### src/rtl/coffee_pkg.sv
// Shared coffee-maker definitions: ingredient codes, timer state encoding,
// valve bit positions and small decode helpers used by the dispensing stage.
package coffee_pkg;

  localparam logic [2:0] ING_AGUA      = 3'd0;
  localparam logic [2:0] ING_CAFE      = 3'd1;
  localparam logic [2:0] ING_LECHE     = 3'd2;
  localparam logic [2:0] ING_CHOCOLATE = 3'd3;
  localparam logic [2:0] ING_AZUCAR    = 3'd4;

  localparam int VALVE_AGUA      = 0;
  localparam int VALVE_CAFE      = 1;
  localparam int VALVE_LECHE     = 2;
  localparam int VALVE_CHOCOLATE = 3;
  localparam int VALVE_AZUCAR    = 4;
  localparam int VALVE_W         = 5;

  typedef enum logic [1:0] {
    ST_IDLE = 2'd0,
    ST_RUN  = 2'd1,
    ST_DONE = 2'd2
  } timer_state_t;

  function automatic logic ing_valid(input logic [2:0] code);
    return code <= ING_AZUCAR;
  endfunction

  // Durations are 8-bit tick counts; a zero duration would never expire, so it becomes 1.
  function automatic logic [7:0] dur_ticks(input int d);
    logic [7:0] t;
    t = 8'(d);
    return (t == 8'd0) ? 8'd1 : t;
  endfunction

  function automatic logic [VALVE_W-1:0] valve_decode(input logic [2:0] code);
    logic [VALVE_W-1:0] v;
    v = '0;
    case (code)
      ING_AGUA:      v[VALVE_AGUA]      = 1'b1;
      ING_CAFE:      v[VALVE_CAFE]      = 1'b1;
      ING_LECHE:     v[VALVE_LECHE]     = 1'b1;
      ING_CHOCOLATE: v[VALVE_CHOCOLATE] = 1'b1;
      ING_AZUCAR:    v[VALVE_AZUCAR]    = 1'b1;
      default:       v = '0;
    endcase
    return v;
  endfunction

endpackage

### src/rtl/ingredient_timer_if.sv
// Recipe FSM <-> ingredient timer handshake: start/code/abort requests and
// the timer's status, valve and countdown outputs.
interface ingredient_timer_if;
  import coffee_pkg::*;

  logic               star_timer;
  logic [2:0]         ing_type;
  logic               abort;
  logic               t_expired;
  logic               busy;
  logic [VALVE_W-1:0] valve;
  logic [7:0]         remaining;
  logic               bad_ing;

  modport master (
    output star_timer, ing_type, abort,
    input  t_expired, busy, valve, remaining, bad_ing
  );

  modport slave (
    input  star_timer, ing_type, abort,
    output t_expired, busy, valve, remaining, bad_ing
  );

endinterface

### src/rtl/tick_prescaler.sv
// Free-running 0..TICK_DIV-1 counter that produces one dispense tick per wrap.
module tick_prescaler #(
  parameter int TICK_DIV = 50000
) (
  input  logic clk,
  input  logic rst_n,
  input  logic clr,
  input  logic en,
  output logic tick
);

  localparam int CW = (TICK_DIV > 1) ? $clog2(TICK_DIV) : 1;
  localparam logic [CW-1:0] TOP = CW'(TICK_DIV - 1);

  logic [CW-1:0] count_q;

  assign tick = en && (count_q == TOP);

  always_ff @(posedge clk or negedge rst_n) begin
    if (!rst_n) begin
      count_q <= '0;
    end else if (clr) begin
      count_q <= '0;
    end else if (en) begin
      count_q <= tick ? '0 : count_q + CW'(1);
    end
  end

endmodule

### src/rtl/ingredient_timer.sv
// Dispensing stage: opens one valve per ingredient for a fixed number of
// prescaled ticks and reports completion back to the recipe FSM.
//
//   state   | meaning
//   --------+-----------------------------------------------------------
//   IDLE    | waiting for a start with a valid ingredient code
//   RUN     | valve open, remaining counts down once per tick
//   DONE    | dispense finished, t_expired issued, back to IDLE
module ingredient_timer
  import coffee_pkg::*;
#(
  parameter int TICK_DIV      = 50000,
  parameter int DUR_AGUA      = 40,
  parameter int DUR_CAFE      = 10,
  parameter int DUR_LECHE     = 15,
  parameter int DUR_CHOCOLATE = 12,
  parameter int DUR_AZUCAR    = 5
) (
  input  logic               clk,
  input  logic               rst_n,
  ingredient_timer_if.slave  tif
);

  localparam logic [7:0] D_AGUA      = dur_ticks(DUR_AGUA);
  localparam logic [7:0] D_CAFE      = dur_ticks(DUR_CAFE);
  localparam logic [7:0] D_LECHE     = dur_ticks(DUR_LECHE);
  localparam logic [7:0] D_CHOCOLATE = dur_ticks(DUR_CHOCOLATE);
  localparam logic [7:0] D_AZUCAR    = dur_ticks(DUR_AZUCAR);

  timer_state_t       state_q, state_d;
  logic [2:0]         code_q;
  logic [7:0]         rem_q;
  logic [7:0]         dur_sel;
  logic               start_ok;
  logic               run_en;
  logic               abort_run;
  logic               tick;
  logic               t_exp_q, busy_q, bad_q;
  logic [VALVE_W-1:0] valve_q;

  always_comb begin
    dur_sel = 8'd0;
    case (tif.ing_type)
      ING_AGUA:      dur_sel = D_AGUA;
      ING_CAFE:      dur_sel = D_CAFE;
      ING_LECHE:     dur_sel = D_LECHE;
      ING_CHOCOLATE: dur_sel = D_CHOCOLATE;
      ING_AZUCAR:    dur_sel = D_AZUCAR;
      default:       dur_sel = 8'd0;
    endcase
  end

  always_comb begin
    state_d  = state_q;
    start_ok = 1'b0;
    case (state_q)
      ST_IDLE: begin
        if (tif.star_timer && ing_valid(tif.ing_type)) begin
          start_ok = 1'b1;
          state_d  = ST_RUN;
        end
      end
      ST_RUN: begin
        if (tif.abort)                     state_d = ST_IDLE;
        else if (tick && rem_q == 8'd1)    state_d = ST_DONE;
      end
      ST_DONE: state_d = ST_IDLE;
      default: state_d = ST_IDLE;
    endcase
  end

  assign run_en    = (state_q == ST_RUN);
  assign abort_run = run_en && tif.abort;

  tick_prescaler #(.TICK_DIV(TICK_DIV)) u_presc (
    .clk   (clk),
    .rst_n (rst_n),
    .clr   (start_ok),
    .en    (run_en),
    .tick  (tick)
  );

  always_ff @(posedge clk or negedge rst_n) begin
    if (!rst_n) state_q <= ST_IDLE;
    else        state_q <= state_d;
  end

  always_ff @(posedge clk or negedge rst_n) begin
    if (!rst_n) begin
      code_q <= ING_AGUA;
      rem_q  <= 8'd0;
    end else if (start_ok) begin
      code_q <= tif.ing_type;
      rem_q  <= dur_sel;
    end else if (abort_run) begin
      rem_q  <= 8'd0;
    end else if (run_en && tick && rem_q != 8'd0) begin
      rem_q  <= rem_q - 8'd1;
    end
  end

  // Status outputs lag the state by one edge; abort clears them on the same edge it takes effect.
  always_ff @(posedge clk or negedge rst_n) begin
    if (!rst_n) begin
      t_exp_q <= 1'b0;
      busy_q  <= 1'b0;
      bad_q   <= 1'b0;
      valve_q <= '0;
    end else begin
      t_exp_q <= (state_q == ST_DONE);
      busy_q  <= (run_en && !tif.abort) || (state_q == ST_DONE);
      bad_q   <= (state_q == ST_IDLE) && tif.star_timer && !ing_valid(tif.ing_type);
      valve_q <= (run_en && !tif.abort) ? valve_decode(code_q) : '0;
    end
  end

  assign tif.t_expired = t_exp_q;
  assign tif.busy      = busy_q;
  assign tif.bad_ing   = bad_q;
  assign tif.valve     = valve_q;
  assign tif.remaining = rem_q;

endmodule

### src/flat_wrapper.sv
// flat-port wrapper written by rule: the top's interface ports become plain ports
module ingredient_timer_flat import coffee_pkg::*;
#(
  parameter int TICK_DIV      = 50000,
  parameter int DUR_AGUA      = 40,
  parameter int DUR_CAFE      = 10,
  parameter int DUR_LECHE     = 15,
  parameter int DUR_CHOCOLATE = 12,
  parameter int DUR_AZUCAR    = 5
)
  (clk, rst_n, tif_star_timer, tif_ing_type, tif_abort, tif_t_expired, tif_busy, tif_valve, tif_remaining, tif_bad_ing);
  ingredient_timer_if tif_i ();
  input  logic clk;
  input  logic rst_n;
  input wire logic [$bits(tif_i.star_timer)-1:0] tif_star_timer;
  input wire logic [$bits(tif_i.ing_type)-1:0] tif_ing_type;
  input wire logic [$bits(tif_i.abort)-1:0] tif_abort;
  output wire logic [$bits(tif_i.t_expired)-1:0] tif_t_expired;
  output wire logic [$bits(tif_i.busy)-1:0] tif_busy;
  output wire logic [$bits(tif_i.valve)-1:0] tif_valve;
  output wire logic [$bits(tif_i.remaining)-1:0] tif_remaining;
  output wire logic [$bits(tif_i.bad_ing)-1:0] tif_bad_ing;
  assign tif_i.star_timer = tif_star_timer;
  assign tif_i.ing_type = tif_ing_type;
  assign tif_i.abort = tif_abort;
  assign tif_t_expired = tif_i.t_expired;
  assign tif_busy = tif_i.busy;
  assign tif_valve = tif_i.valve;
  assign tif_remaining = tif_i.remaining;
  assign tif_bad_ing = tif_i.bad_ing;
  ingredient_timer #(.TICK_DIV(TICK_DIV), .DUR_AGUA(DUR_AGUA), .DUR_CAFE(DUR_CAFE), .DUR_LECHE(DUR_LECHE), .DUR_CHOCOLATE(DUR_CHOCOLATE), .DUR_AZUCAR(DUR_AZUCAR)) u_core (.clk(clk), .rst_n(rst_n), .tif(tif_i));
endmodule
### config.mk
export PLATFORM = sky130hd
export DESIGN_NAME = ingredient_timer_flat
export DESIGN_NICKNAME = d
export VERILOG_FILES = /design/src/rtl/coffee_pkg.sv /design/src/rtl/ingredient_timer_if.sv /design/src/rtl/tick_prescaler.sv /design/src/rtl/ingredient_timer.sv /design/src/flat_wrapper.sv
export SDC_FILE = /design/constraint.sdc
export NUM_CORES = 1
export LEC_CHECK = 0
export ABC_AREA = 1
export BUFFER_PORTS_ARGS = -buffer_cell sky130_fd_sc_hd__buf_2
export CORE_ASPECT_RATIO = 1.4
export CORE_MARGIN = 8
export CORE_UTILIZATION = 63
export CTS_CLUSTER_DIAMETER = 200
export DETAILED_ROUTE_END_ITERATION = 8
export PLACE_DENSITY = 0.89
export SLEW_MARGIN = 20
export SYNTH_ARGS = -nofsm -noshare
export SYNTH_HDL_FRONTEND = slang
export SYNTH_HIERARCHICAL = 1
export SYNTH_SLANG_ARGS = --single-unit
### constraint.sdc
create_clock -name clk -period 3.99 [get_ports clk]
set_input_delay 0 -clock clk [delete_from_list [all_inputs] [get_ports clk]]
set_output_delay 0 -clock clk [all_outputs]
set_load 0.02 [all_outputs]
==> run_results.csv <==
group,metric,value,unit
global_routing,grt_max_degree,38,
die,ios,23,
worst_setup_path,startpoint,"u_core/state_q[1]$_DFFE_PN0P_",
layout,nets,346,
clocking,clk_latency,0.29,ns
worst_setup_path,reg2reg_depth,15,
synth,ys_seq_area_frac,0.407,
die,die_w,66.8,µm
worst_setup_path,slowest_delay,0.39,ns
timing,setup_ws,1.77,ns
route,routed_wl,5.08,mm
timing,setup_viol_count_final,0,
synth,netlist_area,2270,µm²
timing,fin_skew,0.00358,ns
placement,gp_congestion,0.879,
die,core,3550,µm²
worst_setup_path,reg2reg_to,"u_core/tif.remaining[1]$_DFFE_PN0P_",
layout,drive_above_1_share,0.190,
clocking,htreeDepth,2,
clocking,clkTransAtPathRegs,0.07,ns
synth,synth.avg_cell_area,7.43,µm²
route,vias,2036,
clocking,cts-root-buf,"clkbuf_8",
worst_setup_path,worstPathArrival,2.45,ns
die,start_util,0.641,
worst_setup_path,cpMaxStageDelayCell,"dfrtp_1",
synth,synth-edff-count,0,
global_routing,antenna_found_initial,0,
route,antenna_left,0,
die,floorplan.rows,26,
die,fp.dieH,87.1,µm
route,drc,0,
layout,diodes,0,
route,initialDrtViolationCount,87,
synth,ys_ff_latch,37,
synth,async_flop_share,1.00,
timing,finalCritPeriodShare,0.556,
route,first_pass_iters,4,
layout,regArea,926,µm²
timing,relSlewSlack,0.460,
layout,fin_area,2520,µm²
worst_setup_path,endpoint,"u_core/tif.remaining[1]$_DFFE_PN0P_",
worst_setup_path,worst_path_most_repeated_cell,"nand2_1",
clocking,cts_buffers,5,
min_path,hp-class,"in -> reg",
worst_setup_path,path_max_fanout,6,
placement,dp_slack,1.89,ns
worst_setup_path,critPathKind,"reg -> reg",
min_path,hold_depth,4,
timing,final.setup.tns,0,ns
clocking,numClockSinks,37,
global_routing,grt_usage,0.191,
worst_setup_path,crit_path_end_kind,"flip-flop",
synth,syn_nets,316,
worst_setup_path,critPathLaunchType,"flip-flop",
global_routing,grt_pass1_vias,2087,
worst_setup_path,crit_required,4.22,ns
worst_setup_path,r2r-start,"u_core/state_q[1]$_DFFE_PN0P_",
placement,place.detailed.hpwl,3.78,mm
timing,fmax,451,MHz
layout,fillers,298,
clocking,cts_max_path_buffers,2,
timing,worstMarginPinSlew,0.811,ns
power,peakVddDrop,0.000398,V
worst_setup_path,worstPathCellList,"inv_1, nand2_1, inv_1, nand2_1, inv_1, nand2_1, nor2_1, nand2_2, inv_1, inv_1, nor2_4, nand2_4, nand2_1, nand2_1, nand2_1",
job,max-cap-violations,0,
placement,place_area,2400,µm²
route,wl_per_cell,13.4,µm
die,die-area,5810,µm²
clocking,cts_tree,"built",
timing,hold_viol_final,0,
power,leakagePower,1.29,nW
route,via_per_inst,5.37,
placement,port_buffers,22,
timing,period_needed,2.22,ns
power,powerDensity,441,nW/µm²
status,outcome,"completed",
synth,synth_cell_types,30,
clocking,cts_resized,0,
timing,rsz0062_at_grt,"false",
layout,multi_input_area,1150,µm²
synth,synth_flop_cell,"dfrtp_1",
worst_setup_path,worst-r2r-setup-slack,1.77,ns
layout,syn2layout_area_growth,10.7,%
min_path,min-delay-start,"tif_abort",
synth,yosys_warnings,6,
global_routing,grt_pass1_wl,8.76,mm
synth,syn_inst,306,
timing,report.final.slew_viol_count,0,
global_routing,grt_overflow,0,
## flip-flops by register name, summed over array words and instances (netlist names)
signal	flops
u_core/code_q	3
u_core/state_q	2
u_core/tif.bad_ing	1
u_core/tif.busy	1
u_core/tif.remaining	8
u_core/tif.t_expired	1
u_core/tif.valve	5
u_core/u_presc/count_q	16
## kinds of logic (layout without fill, tap and decap cells)
kind of cell	Yosys count	after routing	synth area share
compound gates	17	17	0.0462
xor+xnor	3	3	0.0116
fa+ha+maj	3	3	0.0165
buf+inv	45	76	0.0875
flops	37	37	0.407
simple gates	201	201	0.431
## how the worst min path moves through the flow
stage | to | slack [ns]
CTS | u_core/state_q[0]$_DFFE_PN0P_ | 0.004
global placement | u_core/u_presc/count_q[6]$_DFFE_PN0P_ | 0.13
finish | u_core/state_q[0]$_DFFE_PN0P_ | 0.01
global route | u_core/state_q[0]$_DFFE_PN0P_ | 0.007
detailed placement | u_core/u_presc/count_q[6]$_DFFE_PN0P_ | 0.15
floorplan | u_core/code_q[0]$_DFFE_PN0P_ | -0.30
## cells in the mapped netlist (4+ instances only)
| master | count | area (µm²) |
|---|---|---|
| inv_1 | 41 | 154 |
| nor2_1 | 54 | 203 |
| nand4_1 | 10 | 62.6 |
| nor2_2 | 7 | 43.8 |
| nand3_1 | 16 | 80.1 |
| o21ai_0 | 7 | 35.0 |
| nand2_1 | 86 | 323 |
| nor2_4 | 5 | 56.3 |
| a21oi_1 | 4 | 20.0 |
| nand2_2 | 6 | 37.5 |
| dfrtp_1 | 37 | 926 |
## power by group
part | internal (mW) | switching [mW]
clock | 0.121 | 0.136
combinational | 0.122 | 0.253
sequential | 0.420 | 0.0584
## final cells by class
cell class	count	share of cell area
tap	42	0.0209
multi-input combinational	224	0.456
timing repair buffer	25	0.0557
clock inverter	3	0.00696
sequential	37	0.368
inverter	43	0.0651
clock buffer	5	0.0273
## per-stage QoR
step	cells	hold slack (ns)	utilization	power, mW
floorplan	306	-0.296	-	0.758
global placement	368	0.132	0.677	0.839
detailed placement	368	0.145	0.677	0.854
CTS	379	0.00437	0.710	1.11
global route	379	0.00729	0.710	1.19
finish	379	0.0101	0.710	1.11
## layout by cell type, fill, tap and decap left out, types with 2 or more instances in the layout
| cell type | n |
|---|---|
| nand3_1 | 16 |
| nand2_4 | 2 |
| buf_2 | 22 |
| clkbuf_8 | 5 |
| a21oi_2 | 2 |
| clkinv_2 | 2 |
| xor2_1 | 3 |
| nand2_2 | 6 |
| nor2_8 | 2 |
| a21oi_1 | 4 |
| dlygate4sd3_1 | 3 |
| nand2_1 | 86 |
| nor2_4 | 5 |
| nor2_2 | 7 |
| ha_1 | 3 |
| dfrtp_1 | 37 |
| nand4_1 | 10 |
| nor2_1 | 54 |
| nand3_2 | 3 |
| nor3_1 | 2 |
| inv_1 | 41 |
| nand3b_1 | 2 |
| nor4_1 | 3 |
| o21ai_0 | 7 |
| nor3_2 | 2 |
## routing by layer
layer  wire (µm)  track usage  vias to the layer above  part of all wire
met5           0            0                        -                 0
met4         144       0.0975                        0             0.028
met3         166       0.0322                       15             0.033
met2        2790        0.356                       51              0.55
met1        1980        0.191                      956              0.39
li1            -            -                     1014                 -
## critical path: cells and delay by family, from the launching register on
kind                   cells  cell delay [ns]
DFF                        1             0.39
buffers and inverters      5             0.56
and+or+nand+nor           10             1.22
## repair_timing
| action | 4_1_cts | 5_1_grt |
|---|---|---|
| setup buffers | 0 | 0 |
| endpoints found under the hold margin | 39 | 0 |
| hold buffers | 3 | 0 |
Power figures use the tool's default switching activity.
